### src/rtl/multiplier_core.sv
// Sequential unsigned shift-add multiplier: WIDTH x WIDTH -> 2*WIDTH product with fixed latency.
// Define RADIX4_EN to retire two multiplier bits per cycle (WIDTH must then be even).
module multiplier_core #(
  parameter int WIDTH = 64
) (
  input  logic                 clk,
  input  logic                 reset_n,
  input  logic                 op_start,
  input  logic                 op_clear,
  input  logic [WIDTH-1:0]     multiplier,
  input  logic [WIDTH-1:0]     multiplicand,
  output logic [2*WIDTH-1:0]   result,
  output logic                 op_done
);

`ifdef RADIX4_EN
  localparam int ITER = WIDTH / 2;
  localparam int STEP = 2;
`else
  localparam int ITER = WIDTH;
  localparam int STEP = 1;
`endif
  localparam int CW = $clog2(ITER + 1);
  localparam logic [CW-1:0] LAST = CW'(ITER - 1);

  typedef enum logic [1:0] {IDLE, BUSY, DONE} state_t;

  state_t               r_state;
  logic [WIDTH-1:0]     r_a;
  logic [2*WIDTH-1:0]   r_b;
  logic [2*WIDTH-1:0]   r_acc;
  logic [CW-1:0]        r_count;
  logic [2*WIDTH-1:0]   w_bExt;
  logic [2*WIDTH-1:0]   w_addend;
  logic [2*WIDTH-1:0]   w_accNext;
`ifdef RADIX4_EN
  logic [2*WIDTH-1:0]   r_b3;
  logic [2*WIDTH-1:0]   w_b3;
`endif

  assign w_bExt = {{WIDTH{1'b0}}, multiplicand};
`ifdef RADIX4_EN
  // 3B is formed once at accept so the iteration only ever selects, never multiplies.
  assign w_b3 = (w_bExt << 1) + w_bExt;
`endif

  always_comb begin
    w_addend = '0;
`ifdef RADIX4_EN
    case (r_a[1:0])
      2'd0:    w_addend = '0;
      2'd1:    w_addend = r_b;
      2'd2:    w_addend = r_b << 1;
      default: w_addend = r_b3;
    endcase
`else
    if (r_a[0]) w_addend = r_b;
`endif
    w_accNext = r_acc + w_addend;
  end

  always_ff @(posedge clk or negedge reset_n) begin
    if (!reset_n) begin
      r_state <= IDLE;
      r_a     <= '0;
      r_b     <= '0;
      r_acc   <= '0;
      r_count <= '0;
      result  <= '0;
      op_done <= 1'b0;
`ifdef RADIX4_EN
      r_b3    <= '0;
`endif
    end else if (op_clear) begin
      r_state <= IDLE;
      r_acc   <= '0;
      r_count <= '0;
      result  <= '0;
      op_done <= 1'b0;
    end else begin
      case (r_state)
        IDLE: begin
          if (op_start) begin
            r_a     <= multiplier;
            r_b     <= w_bExt;
            r_acc   <= '0;
            r_count <= '0;
            r_state <= BUSY;
`ifdef RADIX4_EN
            r_b3    <= w_b3;
`endif
          end
        end
        BUSY: begin
          r_acc   <= w_accNext;
          r_a     <= r_a >> STEP;
          r_b     <= r_b << STEP;
          r_count <= r_count + 1'b1;
`ifdef RADIX4_EN
          r_b3    <= r_b3 << STEP;
`endif
          // The final partial product goes straight to result so op_done and data appear together.
          if (r_count == LAST) begin
            result  <= w_accNext;
            op_done <= 1'b1;
            r_state <= DONE;
          end
        end
        DONE: begin
        end
        default: r_state <= IDLE;
      endcase
    end
  end

endmodule

### config.mk
export PLATFORM = sky130hd
export DESIGN_NAME = multiplier_core
export DESIGN_NICKNAME = d
export VERILOG_FILES = /design/src/rtl/multiplier_core.sv
export SDC_FILE = /design/constraint.sdc
export NUM_CORES = 1
export LEC_CHECK = 0
export CAP_MARGIN = 20
export CORE_ASPECT_RATIO = 0.5
export CORE_MARGIN = 1.5
export CORE_UTILIZATION = 51
export DETAILED_ROUTE_END_ITERATION = 16
export PLACE_DENSITY_LB_ADDON = 0.1
export SYNTH_ARGS = -nofsm -noshare
export SYNTH_HDL_FRONTEND = slang
export SYNTH_SLANG_ARGS = --single-unit
### constraint.sdc
create_clock -name clk -period 5.65 [get_ports clk]
set_clock_uncertainty 0.15 [all_clocks]
set_input_delay 1.695 -clock clk [delete_from_list [all_inputs] [get_ports clk]]
set_output_delay 1.695 -clock clk [all_outputs]
set_load 0.01 [all_outputs]
## Word-level counts from Yosys, hierarchy flattened

Index checks and enable logic that the tools add are counted.
Widths: inputs -> output; s select.

- Bitwise logic cells: 1
- Add/subtract/negate cells: 2
- Muxes and demuxes: 21
- Reductions and logical operators: 9
- Equality and inequality tests: 7

Operator list:

| operator | number |
|---|---|
| $mux 128 | 7 |
| $pmux 128 s2 | 2 |
| $add 128x128->128 | 1 |
| $pmux 64 s2 | 1 |
| $mux 64 | 1 |
| $mux 7 | 2 |
| $pmux 7 s2 | 1 |
| $add 7x1->7 const B | 1 |
| $eq 7x6->1 const B | 1 |
| $mux 2 | 3 |
| $ne 3x3->1 const B | 2 |
| $pmux 2 s3 | 1 |
| $reduce_and 3->1 | 2 |
| $reduce_bool 2->1 | 3 |
| $ne 2x2->1 const B | 2 |
| $reduce_and 2->1 | 2 |
| $mux 1 | 3 |
| $reduce_bool 3->1 | 1 |
| $eq 2x1->1 const B | 1 |
| $eq 2x2->1 const B | 1 |
| $logic_not 2->1 | 1 |
| $not 1->1 | 1 |

- Logic and storage cells: 47
- Register bits after elaboration: 458
- Output and inout port bits: 129

## Depth between registers and ports, before layout

- Depth in word-level cells: 5
- Mapped depth: 17
- Depth with buffers taken out: 16

## Worst setup path after synthesis

No wires, ideal clock.

- Path kind: register to register
- From: register r_a[0]
- To: register r_acc[90]
- Required time: 5417 ps
- Slack: 1671 ps
- Buffers on the path: 2
- Data arrival time: 3746 ps
- Library setup time: 83 ps
- Cell stages (with the launch flop): 17
- Cells stage by stage: dfrtp_1 -> clkbuf_1 -> clkbuf_1 -> nand2_1 -> fa_1 -> nand2b_1 -> a21oi_1 -> o22a_1 -> o2111ai_2 -> a2111oi_4 -> o2111ai_1 -> nand2_1 -> a21boi_0 -> o31ai_1 -> a21o_1 -> mux2_2 -> o21ai_0

- Longest elaborated chain between the ends: 4

RTL lines:

| element | RTL line | text |
|---|---|---|
| from (decl) | 29 | `logic [WIDTH-1:0] r_a;` |
| from (signal assigned) | 84 | `r_a <= multiplier;` |
| from (signal assigned) | 96 | `r_a <= r_a >> STEP;` |
| $mux 128 | 57 | `if (r_a[0]) w_addend = r_b;` |
| $add 128x128->128 | 59 | `w_accNext = r_acc + w_addend;` |
| $pmux 128 s2 | 81 | `case (r_state)` |
| $mux 128 | 74 | `end else if (op_clear) begin` |
| to (signal assigned) | 95 | `r_acc <= w_accNext;` |
| to (decl) | 31 | `logic [2*WIDTH-1:0] r_acc;` |

Every way passes these cells.
A chain may end at the register's enable or synchronous reset.

## Final worst setup path

- From: register r_a[0]
- To: register r_acc[116]

The elaborated chain is that of the path after synthesis.

==> run metrics <==
outcome=finished, violations left; failing checks=design-rule violations; setup TNS=0 ns; post-synthesis instance total=2962; ys flop type=dfrtp_1; layout cells sized above 1=4.96%; GP Congestion=0.970; Max-slew headroom=31.1%; Clock Sinks=458; critical path arrival=5.65 ns; Worst Path Required=6.03 ns; placed insts=3749; Avg Inst Size Synth=9.15 um2; antenna violations before repair=3; Worst-path clk slew=0.08 ns; Core Box Area=52300 um2; mapped cell area=27100 um2; sequential standard cell area=11500 um2; Hold Crit Class=flop to flop; final instance area=31600 um2; CTS H-tree lvls=2; critical path, cell by cell=buf_6 -> and2_1 -> ha_1 -> nand2_1 -> nor2_1 -> nand3_1 -> nor4_4 -> o2111ai_1 -> and2_1 -> o31ai_1 -> nor2_1 -> o21ba_2 -> o21ai_1 -> xor2_1 -> a22o_1; drt first pass iters=13; Yosys warning total=0; CP Buf/Inv Count=1; Antenna Violating Nets Remaining=0; final non-filler cell total=3823; worst skew pair latency=0.59 ns; # setup viols final=0; CTS tree=built; GRT Residual Overflow=0; sequential cell area fraction in the yosys report=42.3%; Initial Util=51.9%; Worst setup SP type=flop; vias in the first global route=22400; critical path's top delay family=simple AND/OR/NAND/NOR gates; IO Port Bufs=260; Cell Area, Placed=30200 um2; Root Buffer=clkbuf_16; via count=23000; io pins=261; n_diodes=0; synth unique cells=76; post-synth top area share=42.3%; VDD IR max=0.000204 V; CP max stage cell=dfrtp_2; Worst Path Max Fanout=64; drt drc=7; global-route wire length before repair=130000 um; Via density=6.02; number of flops mapped to enable cells by yosys=0; Post-DP HPWL=60300 um; MaxCap Viol Count=0; Tmin final=5.27 ns; synthesized flop and latch total=458; Fill cells=4620; P&R area growth vs syn=16.8%; die width=329 um; kind of critical path=flop to flop; max frequency=190 MHz; hold slack final=0.330 ns; Detailed Route WL=81800 um; Num CTS Buffers=41; Yosys top cell by area=dfrtp_1; maximum clock path buffer count=3; row count=59; drt wl/cell=21.4 um; largest net degree at the start of global routing=170; Synth area leaders=dfrtp_1, a22o_1, ha_1; GRT Total Usage=29.8%; Tightest Pin Transition=1.03 ns; post-synth net total=3223; Starting DRT DRC Count=1798; RSZ-0062 raised after global routing=false; Slew Viols, Final=0; power per standard cell area=267 nW/um2; die area=54600 um2; max incr delay on CP=0.64 ns; crit share post-route=93.3%; FFs w/ async S/R, synth=100%; final net count=3352; Leakage=14.4 nW; die height=166 um; crit path capture type=flop; Final Hold Fails=0; Multi-input gate area=14700 um2
## path summary, 6_finish.rpt
path	from	endpoint	slack (ns)	depth (start not counted)
min in group asynchronous	reset_n	r_b[87]	0.99	1
min	r_a[15]	r_a[15]	0.33	2
max	r_a[0]	r_acc[116]	0.38	15
max in group asynchronous	reset_n	r_a[21]	3.11	2
min reg2reg	r_a[15]	r_a[15]	0.33	2
max reg2reg	r_a[0]	r_acc[116]	0.38	15
## cells in the mapped netlist, types with 11 or more instances
master    number
a211oi_1      14
a21o_1        48
a21oi_1      215
a22o_1       241
a31oi_1       14
and2_1       131
buf_1         13
buf_2         18
clkbuf_1     184
dfrtp_1      458
ha_1         128
inv_1         43
mux2i_1      126
nand2_1      412
nand2b_1      14
nand3_1       21
nand4_1       83
nor2_1       134
nor3_1        26
o21a_1        23
o21ai_0      290
o21ai_1       11
o21bai_1      39
xnor2_1       83
xor2_1        39
## per-layer routing
metal | share of wire [%] | track usage (%) | vias up
met4 | 1.2 | 4.63 | 0
met3 | 5.2 | 4.19 | 75
met1 | 49 | 44.6 | 11400
met2 | 45 | 46.5 | 594
li1 | - | - | 11000
met5 | 0 | 0 | -
## timing repair
item,CTS,global route
gates resized for setup,1,3
buffers inserted,0,0
hold buffers,0,0
endpoints found under the setup margin,7,14
## cell usage in the layout (no fill, tap or decap), types with 26 or more instances in the layout
master and n:
a21o_1 48, a21oi_1 215, a22o_1 241, and2_1 131
buf_4 36, clkbuf_16 43, clkdlybuf4s50_1 259, dfrtp_1 457
ha_1 128, inv_1 43, mux2i_1 126, nand2_1 412
nand4_1 83, nor2_1 129, nor3_1 26, o21ai_0 290
o21bai_1 39, xnor2_1 83, xor2_1 39
## cell type report
class | instances | area share, %
Inverter | 43 | 0.510
Clock buffer | 58 | 3.93
Clock inverter | 16 | 0.557
Timing Repair Buffer | 303 | 9.51
Sequential cell | 458 | 36.2
Multi-Input combinational cell | 2244 | 46.5
Tap cell | 701 | 2.77
## flip-flops by register name, indices dropped and copies added, names as in the netlist
signal,cells
r_count,7
result,128
r_acc,128
r_a,64
op_done,1
r_state,2
r_b,128
## per-stage QoR
step	util (%)	setup WS, ns	total power, mW
final	60.5	0.379	8.46
after global routing	60.5	0.162	8.86
after CTS	60.5	0.148	8.53
after detailed placement	57.8	-0.180	5.50
after global placement	57.8	-0.0877	5.46
after floorplan	-	1.67	4.92
## cell families (layout without fill, tap and decap cells)
family / Yosys count / after routing / synth area share (%)
AOI/OAI and AO/OA: 989 / 989 / 24.2
and+or+nand+nor: 877 / 877 / 15.2
DFF: 458 / 458 / 42.3
buffers and inverters: 260 / 420 / 3.71
adders and majority gates: 129 / 129 / 5.98
muxes: 127 / 127 / 4.69
xor gates and xnor gates: 122 / 122 / 3.94
## worst reg2reg max path: stages, from the launching register on
cell and delay (ns):
dfrtp_2 0.64, buf_6 0.40, and2_1 0.28, ha_1 0.26, nand2_1 0.17, nor2_1 0.30, nand3_1 0.35, nor4_4 0.49
o2111ai_1 0.45, and2_1 0.34, o31ai_1 0.46, nor2_1 0.15, o21ba_2 0.25, o21ai_1 0.15, xor2_1 0.22, a22o_1 0.15
## where the power goes
group / leakage [nW] / switching [mW] / total, mW / internal [mW]
sequential: 6.20 / 0.237 / 3.81 / 3.57
clock: 0.699 / 1.34 / 3.02 / 1.68
combinational: 7.46 / 1.00 / 1.63 / 0.624
(Power assumes the default switching activity.)
